===== src/rtl/coded_nibble_serializer_if.sv =====
`default_nettype none
// ============================================================================
//  Module      : coded_nibble_serializer_if
//  Description : Bundle of the nibble-capture and serial-line signals of the
//                coded nibble serializer.
//                  S0..S3, ready  : encoded nibble and capture request
//                  tx             : serial line (idles high)
//                  busy           : frame in flight
//                  hold_full      : holding register occupied
//                  done           : last cycle of a frame's stop bit
//                  overrun        : sticky nibble-dropped flag
//                master drives the nibble side, slave is the serializer.
//  Revision    : 1.0 - initial release
// ============================================================================
interface coded_nibble_serializer_if;
    logic S0;
    logic S1;
    logic S2;
    logic S3;
    logic ready;
    logic tx;
    logic busy;
    logic hold_full;
    logic done;
    logic overrun;

    modport master (
        output S0, S1, S2, S3, ready,
        input  tx, busy, hold_full, done, overrun
    );

    modport slave (
        input  S0, S1, S2, S3, ready,
        output tx, busy, hold_full, done, overrun
    );
endinterface
`default_nettype wire


===== src/rtl/coded_nibble_serializer.sv =====
`default_nettype none
// ============================================================================
//  Module      : coded_nibble_serializer
//  Description : Sends an encoded nibble S0..S3 as a serial frame on tx:
//                start(0), S0, S1, S2, S3, [even parity], stop(1), each bit
//                held for BIT_CYCLES clocks. A one-entry holding register
//                accepts a second nibble while a frame is in flight; any
//                further nibble is dropped and flagged on the sticky overrun.
//  Ports       : clk       - system clock, rising edge
//                reset     - synchronous, active-high
//                bus       - coded_nibble_serializer_if.slave
//                            (S0..S3, ready in; tx, busy, hold_full,
//                             done, overrun out)
//  Parameters  : BIT_CYCLES - clocks per serial bit, 1..255
//  Macros      : CODSER_PARITY_EN - insert an even-parity bit before stop
//  Revision    : 1.0 - initial release
// ============================================================================
module coded_nibble_serializer #(
    parameter int BIT_CYCLES = 4
) (
    input  logic                      clk,
    input  logic                      reset,
    coded_nibble_serializer_if.slave  bus
);

    localparam int              TW         = (BIT_CYCLES > 1) ? $clog2(BIT_CYCLES) : 1;
    localparam logic [TW-1:0]   c_BIT_LAST = TW'(BIT_CYCLES - 1);

    localparam logic [2:0] c_IDLE   = 3'd0;
    localparam logic [2:0] c_START  = 3'd1;
    localparam logic [2:0] c_DATA   = 3'd2;
    localparam logic [2:0] c_STOP   = 3'd3;
`ifdef CODSER_PARITY_EN
    localparam logic [2:0] c_PARITY = 3'd4;
`endif

    logic [2:0]    state_q,     state_d;
    logic [TW-1:0] timer_q,     timer_d;
    logic [1:0]    idx_q,       idx_d;
    logic [3:0]    shift_q,     shift_d;
    logic [3:0]    hold_q,      hold_d;
    logic          hold_full_q, hold_full_d;
    logic          tx_q,        tx_d;
    logic          overrun_q,   overrun_d;

    logic [3:0]    w_nibble;
    logic          w_bit_end;
    logic          w_frame_end;

    assign w_nibble    = {bus.S3, bus.S2, bus.S1, bus.S0};
    assign w_bit_end   = (timer_q == c_BIT_LAST);
    assign w_frame_end = (state_q == c_STOP) && w_bit_end;

    always_comb begin
        state_d     = state_q;
        idx_d       = idx_q;
        shift_d     = shift_q;
        hold_d      = hold_q;
        hold_full_d = hold_full_q;
        tx_d        = tx_q;
        overrun_d   = overrun_q;

        // Timer restarts at every bit boundary and stays parked while idle,
        // so a frame started from IDLE always begins with timer = 0.
        timer_d = (state_q == c_IDLE || w_bit_end) ? '0 : timer_q + 1'b1;

        case (state_q)
            c_IDLE: begin
                tx_d = 1'b1;
                if (bus.ready) begin
                    shift_d = w_nibble;
                    state_d = c_START;
                    tx_d    = 1'b0;
                end
            end
            c_START: begin
                if (w_bit_end) begin
                    state_d = c_DATA;
                    idx_d   = 2'd0;
                    tx_d    = shift_q[0];
                end
            end
            c_DATA: begin
                if (w_bit_end) begin
                    if (idx_q == 2'd3) begin
`ifdef CODSER_PARITY_EN
                        state_d = c_PARITY;
                        tx_d    = ^shift_q;
`else
                        state_d = c_STOP;
                        tx_d    = 1'b1;
`endif
                    end else begin
                        idx_d = idx_q + 2'd1;
                        tx_d  = shift_q[idx_q + 2'd1];
                    end
                end
            end
`ifdef CODSER_PARITY_EN
            c_PARITY: begin
                if (w_bit_end) begin
                    state_d = c_STOP;
                    tx_d    = 1'b1;
                end
            end
`endif
            c_STOP: begin
                if (w_bit_end) begin
                    if (hold_full_q) begin
                        // Pending nibble goes out with no idle gap.
                        shift_d     = hold_q;
                        hold_full_d = 1'b0;
                        state_d     = c_START;
                        tx_d        = 1'b0;
                    end else if (bus.ready) begin
                        shift_d = w_nibble;
                        state_d = c_START;
                        tx_d    = 1'b0;
                    end else begin
                        state_d = c_IDLE;
                        tx_d    = 1'b1;
                    end
                end
            end
            default: begin
                state_d = c_IDLE;
                idx_d   = 2'd0;
                tx_d    = 1'b1;
            end
        endcase

        // Capture while a frame is in flight. On the end-of-frame edge the
        // hold is being emptied into the shift register, so a simultaneous
        // request refills it instead of overrunning; with an empty hold the
        // request was already loaded straight into the shift register above.
        if (bus.ready && state_q != c_IDLE) begin
            if (w_frame_end) begin
                if (hold_full_q) begin
                    hold_d      = w_nibble;
                    hold_full_d = 1'b1;
                end
            end else if (!hold_full_q) begin
                hold_d      = w_nibble;
                hold_full_d = 1'b1;
            end else begin
                overrun_d = 1'b1;
            end
        end
    end

    always_ff @(posedge clk) begin
        if (reset) begin
            state_q     <= c_IDLE;
            timer_q     <= '0;
            idx_q       <= 2'd0;
            shift_q     <= 4'd0;
            hold_q      <= 4'd0;
            hold_full_q <= 1'b0;
            tx_q        <= 1'b1;
            overrun_q   <= 1'b0;
        end else begin
            state_q     <= state_d;
            timer_q     <= timer_d;
            idx_q       <= idx_d;
            shift_q     <= shift_d;
            hold_q      <= hold_d;
            hold_full_q <= hold_full_d;
            tx_q        <= tx_d;
            overrun_q   <= overrun_d;
        end
    end

    assign bus.tx        = tx_q;
    assign bus.busy      = (state_q != c_IDLE);
    assign bus.hold_full = hold_full_q;
    assign bus.done      = w_frame_end;
    assign bus.overrun   = overrun_q;

endmodule
`default_nettype wire

===== src/flat_wrapper.sv =====
// flat-port wrapper written by rule: the top's interface ports become plain ports
module coded_nibble_serializer_flat 
#(
    parameter int BIT_CYCLES = 4
)
  (clk, reset, bus_S0, bus_S1, bus_S2, bus_S3, bus_ready, bus_tx, bus_busy, bus_hold_full, bus_done, bus_overrun);
  coded_nibble_serializer_if bus_i ();
  input  logic clk;
  input  logic reset;
  input wire logic [$bits(bus_i.S0)-1:0] bus_S0;
  input wire logic [$bits(bus_i.S1)-1:0] bus_S1;
  input wire logic [$bits(bus_i.S2)-1:0] bus_S2;
  input wire logic [$bits(bus_i.S3)-1:0] bus_S3;
  input wire logic [$bits(bus_i.ready)-1:0] bus_ready;
  output wire logic [$bits(bus_i.tx)-1:0] bus_tx;
  output wire logic [$bits(bus_i.busy)-1:0] bus_busy;
  output wire logic [$bits(bus_i.hold_full)-1:0] bus_hold_full;
  output wire logic [$bits(bus_i.done)-1:0] bus_done;
  output wire logic [$bits(bus_i.overrun)-1:0] bus_overrun;
  assign bus_i.S0 = bus_S0;
  assign bus_i.S1 = bus_S1;
  assign bus_i.S2 = bus_S2;
  assign bus_i.S3 = bus_S3;
  assign bus_i.ready = bus_ready;
  assign bus_tx = bus_i.tx;
  assign bus_busy = bus_i.busy;
  assign bus_hold_full = bus_i.hold_full;
  assign bus_done = bus_i.done;
  assign bus_overrun = bus_i.overrun;
  coded_nibble_serializer #(.BIT_CYCLES(BIT_CYCLES)) u_core (.clk(clk), .reset(reset), .bus(bus_i));
endmodule

===== config.mk =====
export PLATFORM = sky130hd
export DESIGN_NAME = coded_nibble_serializer_flat
export DESIGN_NICKNAME = d
export VERILOG_FILES = /design/src/rtl/coded_nibble_serializer_if.sv /design/src/rtl/coded_nibble_serializer.sv /design/src/flat_wrapper.sv
export SDC_FILE = /design/constraint.sdc
export NUM_CORES = 1
export LEC_CHECK = 0
export BUFFER_PORTS_ARGS = -buffer_cell sky130_fd_sc_hd__buf_2
export CAP_MARGIN = 20
export CORE_ASPECT_RATIO = 1.5
export CORE_UTILIZATION = 30
export CTS_CLUSTER_SIZE = 20
export DETAILED_ROUTE_END_ITERATION = 8
export PLACE_DENSITY = 0.54
export SYNTH_ARGS = -nofsm -noshare
export SYNTH_HDL_FRONTEND = slang
export SYNTH_SLANG_ARGS = --single-unit

===== constraint.sdc =====
create_clock -name clk -period 2.1 [get_ports clk]
set_clock_uncertainty 0.05 [all_clocks]
set_input_delay 0.21 -clock clk [delete_from_list [all_inputs] [get_ports clk]]
set_output_delay 0.21 -clock clk [all_outputs]
set_load 0.01 [all_outputs]

==> results.json <==
{
  "final_common_cell": "dfxtp_1",
  "arrival_ps": 1520,
  "layout-drive-gt1-share_pct": 15.1,
  "maxCapViolCount": 0,
  "total_power_mw": 1.32,
  "end_kind": "output pin",
  "start_util_pct": 32.5,
  "synth-xor-area-share_pct": 0,
  "fillers": 354,
  "cts_sinks": 17,
  "gr-total-overflow": 0,
  "synth_top_family_by_area": "compound AO/OA/AOI/OAI gates",
  "yosys.area_share.simple_pct": 22.8,
  "htreeDepth": 1,
  "layout_common_cells": "dfxtp_1, buf_2, nor3_1, a21oi_1, nand2b_1",
  "synth_edf_count": 0,
  "hold_class": "primary input to register",
  "coreArea_um2": 3220,
  "avgSynthCellArea_um2": 9.26,
  "clkLatencyLatePin_ps": 250,
  "port_buffers": 11,
  "place_area_um2": 1090,
  "synth_cells": 113,
  "cts_root_buf": "clkbuf_8",
  "tightest_slew_ps": 529,
  "design_area_um2": 1130,
  "synthMuxAreaShare_pct": 4.07,
  "setup_tns_ps": 0,
  "cts_tree": "built",
  "finalSetupViolations": 0,
  "yosysTopAreaCell": "dfxtp_1",
  "powerDensity_nw_per_um2": 1170,
  "ys_ff_latch": 17,
  "drt_wl_total_um": 2260,
  "p_leak_nw": 0.476,
  "maxSlewHeadroom_pct": 64.8,
  "post-route-period-util_pct": 84.7,
  "drt_iter0_drc": 7,
  "grt_pass1_wl_um": 3880,
  "drt_first_pass_iters": 4,
  "syn_to_final_growth_pct": 8.13,
  "synth-compound-area-share_pct": 25.7,
  "ys_async_sr_fraction_pct": 0,
  "ios": 12,
  "outcome": "completed",
  "row_count": 25,
  "cts_buffer_depth": 2,
  "hpwl_um": 1720,
  "ys_dominant_reg_cell": "dfxtp_1",
  "max-vdd-ir-drop_v": 0.000455,
  "crit_fanout": 18,
  "postCtsResizedCells": 0,
  "rsz0062_at_grt": "no",
  "drv_slew": 0,
  "cts_made_buffers": 3,
  "place.gp.congestion": 0.828,
  "synth-warning-count": 0,
  "track_usage_pct": 13.8,
  "hold_violations": 0,
  "required_ps": 1840,
  "synth_top_area_share_pct": 32.5,
  "antenna_found_initial": 0,
  "vias": 905,
  "clkTransAtPathRegs_ps": 70,
  "cts_setup_buffers": 0,
  "syn_nets": 126,
  "final_net_count": 133,
  "criticalPathCategory": "register to output pin",
  "drc": 0,
  "avgViaCountPerCell": 5.69,
  "wl_per_cell_um": 14.2,
  "synthTopCellsByArea": "dfxtp_1, ha_1, nor3_1",
  "grt_max_degree": 19,
  "dieArea_um2": 3730,
  "die_x_um": 50.2,
  "syn_area_um2": 1050,
  "fmax_mhz": 562,
  "cp-start-kind": "register",
  "whs_ps": 169,
  "synth-seq-area-share_pct": 32.5,
  "synthAdderAreaFrac_pct": 7.18,
  "grt_pass1_vias": 909,
  "antennaDiodeCount": 0,
  "post-route-min-period_ps": 1780,
  "final_antenna_net_count": 0,
  "fp.dieH_um": 74.3,
  "synth_cell_types": 40,
  "holdBufCountCts": 0
}
==> final timing paths <==
check / start / endpoint / slack, ps / cells after the start
setup / recovery: u_core.state_q[0] / bus_done / 320 / 3
hold / removal: bus_S1 / u_core.hold_q[1] / 170 / 3
setup reg to reg: u_core.state_q[0] / u_core.shift_q[0] / 380 / 4
hold reg to reg: u_core.timer_q[0] / u_core.timer_q[0] / 380 / 1
==> stage by stage <==
step                      setup WS, ps  instances  util [%]
final                              321        159      35.1
after global routing               183        159      35.1
after CTS                          316        159      35.1
after detailed placement           366        155      33.7
after global placement             420        155      33.7
after floorplan                    595        113         -
==> worst max-delay path: stages, from the launching register on <==
cell and delay [ps]:
dfxtp_1 380, ha_1 510, and2_1 240, buf_2 140
==> registers in the layout (all words and copies together) (netlist names) <==
name,cells
u_core.idx_q,2
u_core.shift_q,4
u_core.bus.tx,1
u_core.bus.hold_full,1
u_core.hold_q,4
u_core.timer_q,2
u_core.bus.overrun,1
u_core.state_q,2
==> metal layers <==
metal / vias to the layer above / global-route usage [%] / part of all wire (%)
met5: - / 0 / 0
met4: 0 / 14.3 / 5.1
met3: 12 / 2.04 / 4.1
met2: 25 / 23.9 / 51
met1: 424 / 13.6 / 39
li1: 444 / - / -
==> final cells by class <==
type                            instances  area, µm²  share of cell area [%]
Tap cell                               40       50.0                    4.42
Multi-Input combinational cell         83        626                    55.3
Inverter                                4       15.0                    1.33
Sequential cell                        17        340                    30.1
Clock buffer                            4       45.0                    3.98
Timing Repair Buffer                   11       55.1                    4.87
==> synthesized netlist by cell type, types with 4 or more instances <==
cell type	number
nand4_1	4
nor3_1	9
ha_1	6
dfxtp_1	17
inv_1	4
a21oi_1	8
buf_2	4
o31ai_1	6
nand2b_1	7
==> cell families (layout without fill, tap and decap cells) <==
group	count (synthesis)	count (layout)
AND/OR/NAND/NOR	40	40
AO/OA/AOI/OAI	34	34
flip-flops	17	17
buffers and inverters	13	19
adder cells (fa/ha/maj)	6	6
multiplexers	3	3
==> report_power, final <==
part | total [mW] | switching, mW | internal, mW
sequential | 0.462 | 0.0583 | 0.404
clock | 0.245 | 0.110 | 0.135
combinational | 0.613 | 0.355 | 0.258
Note: power is estimated with default switching activity, not from simulation.
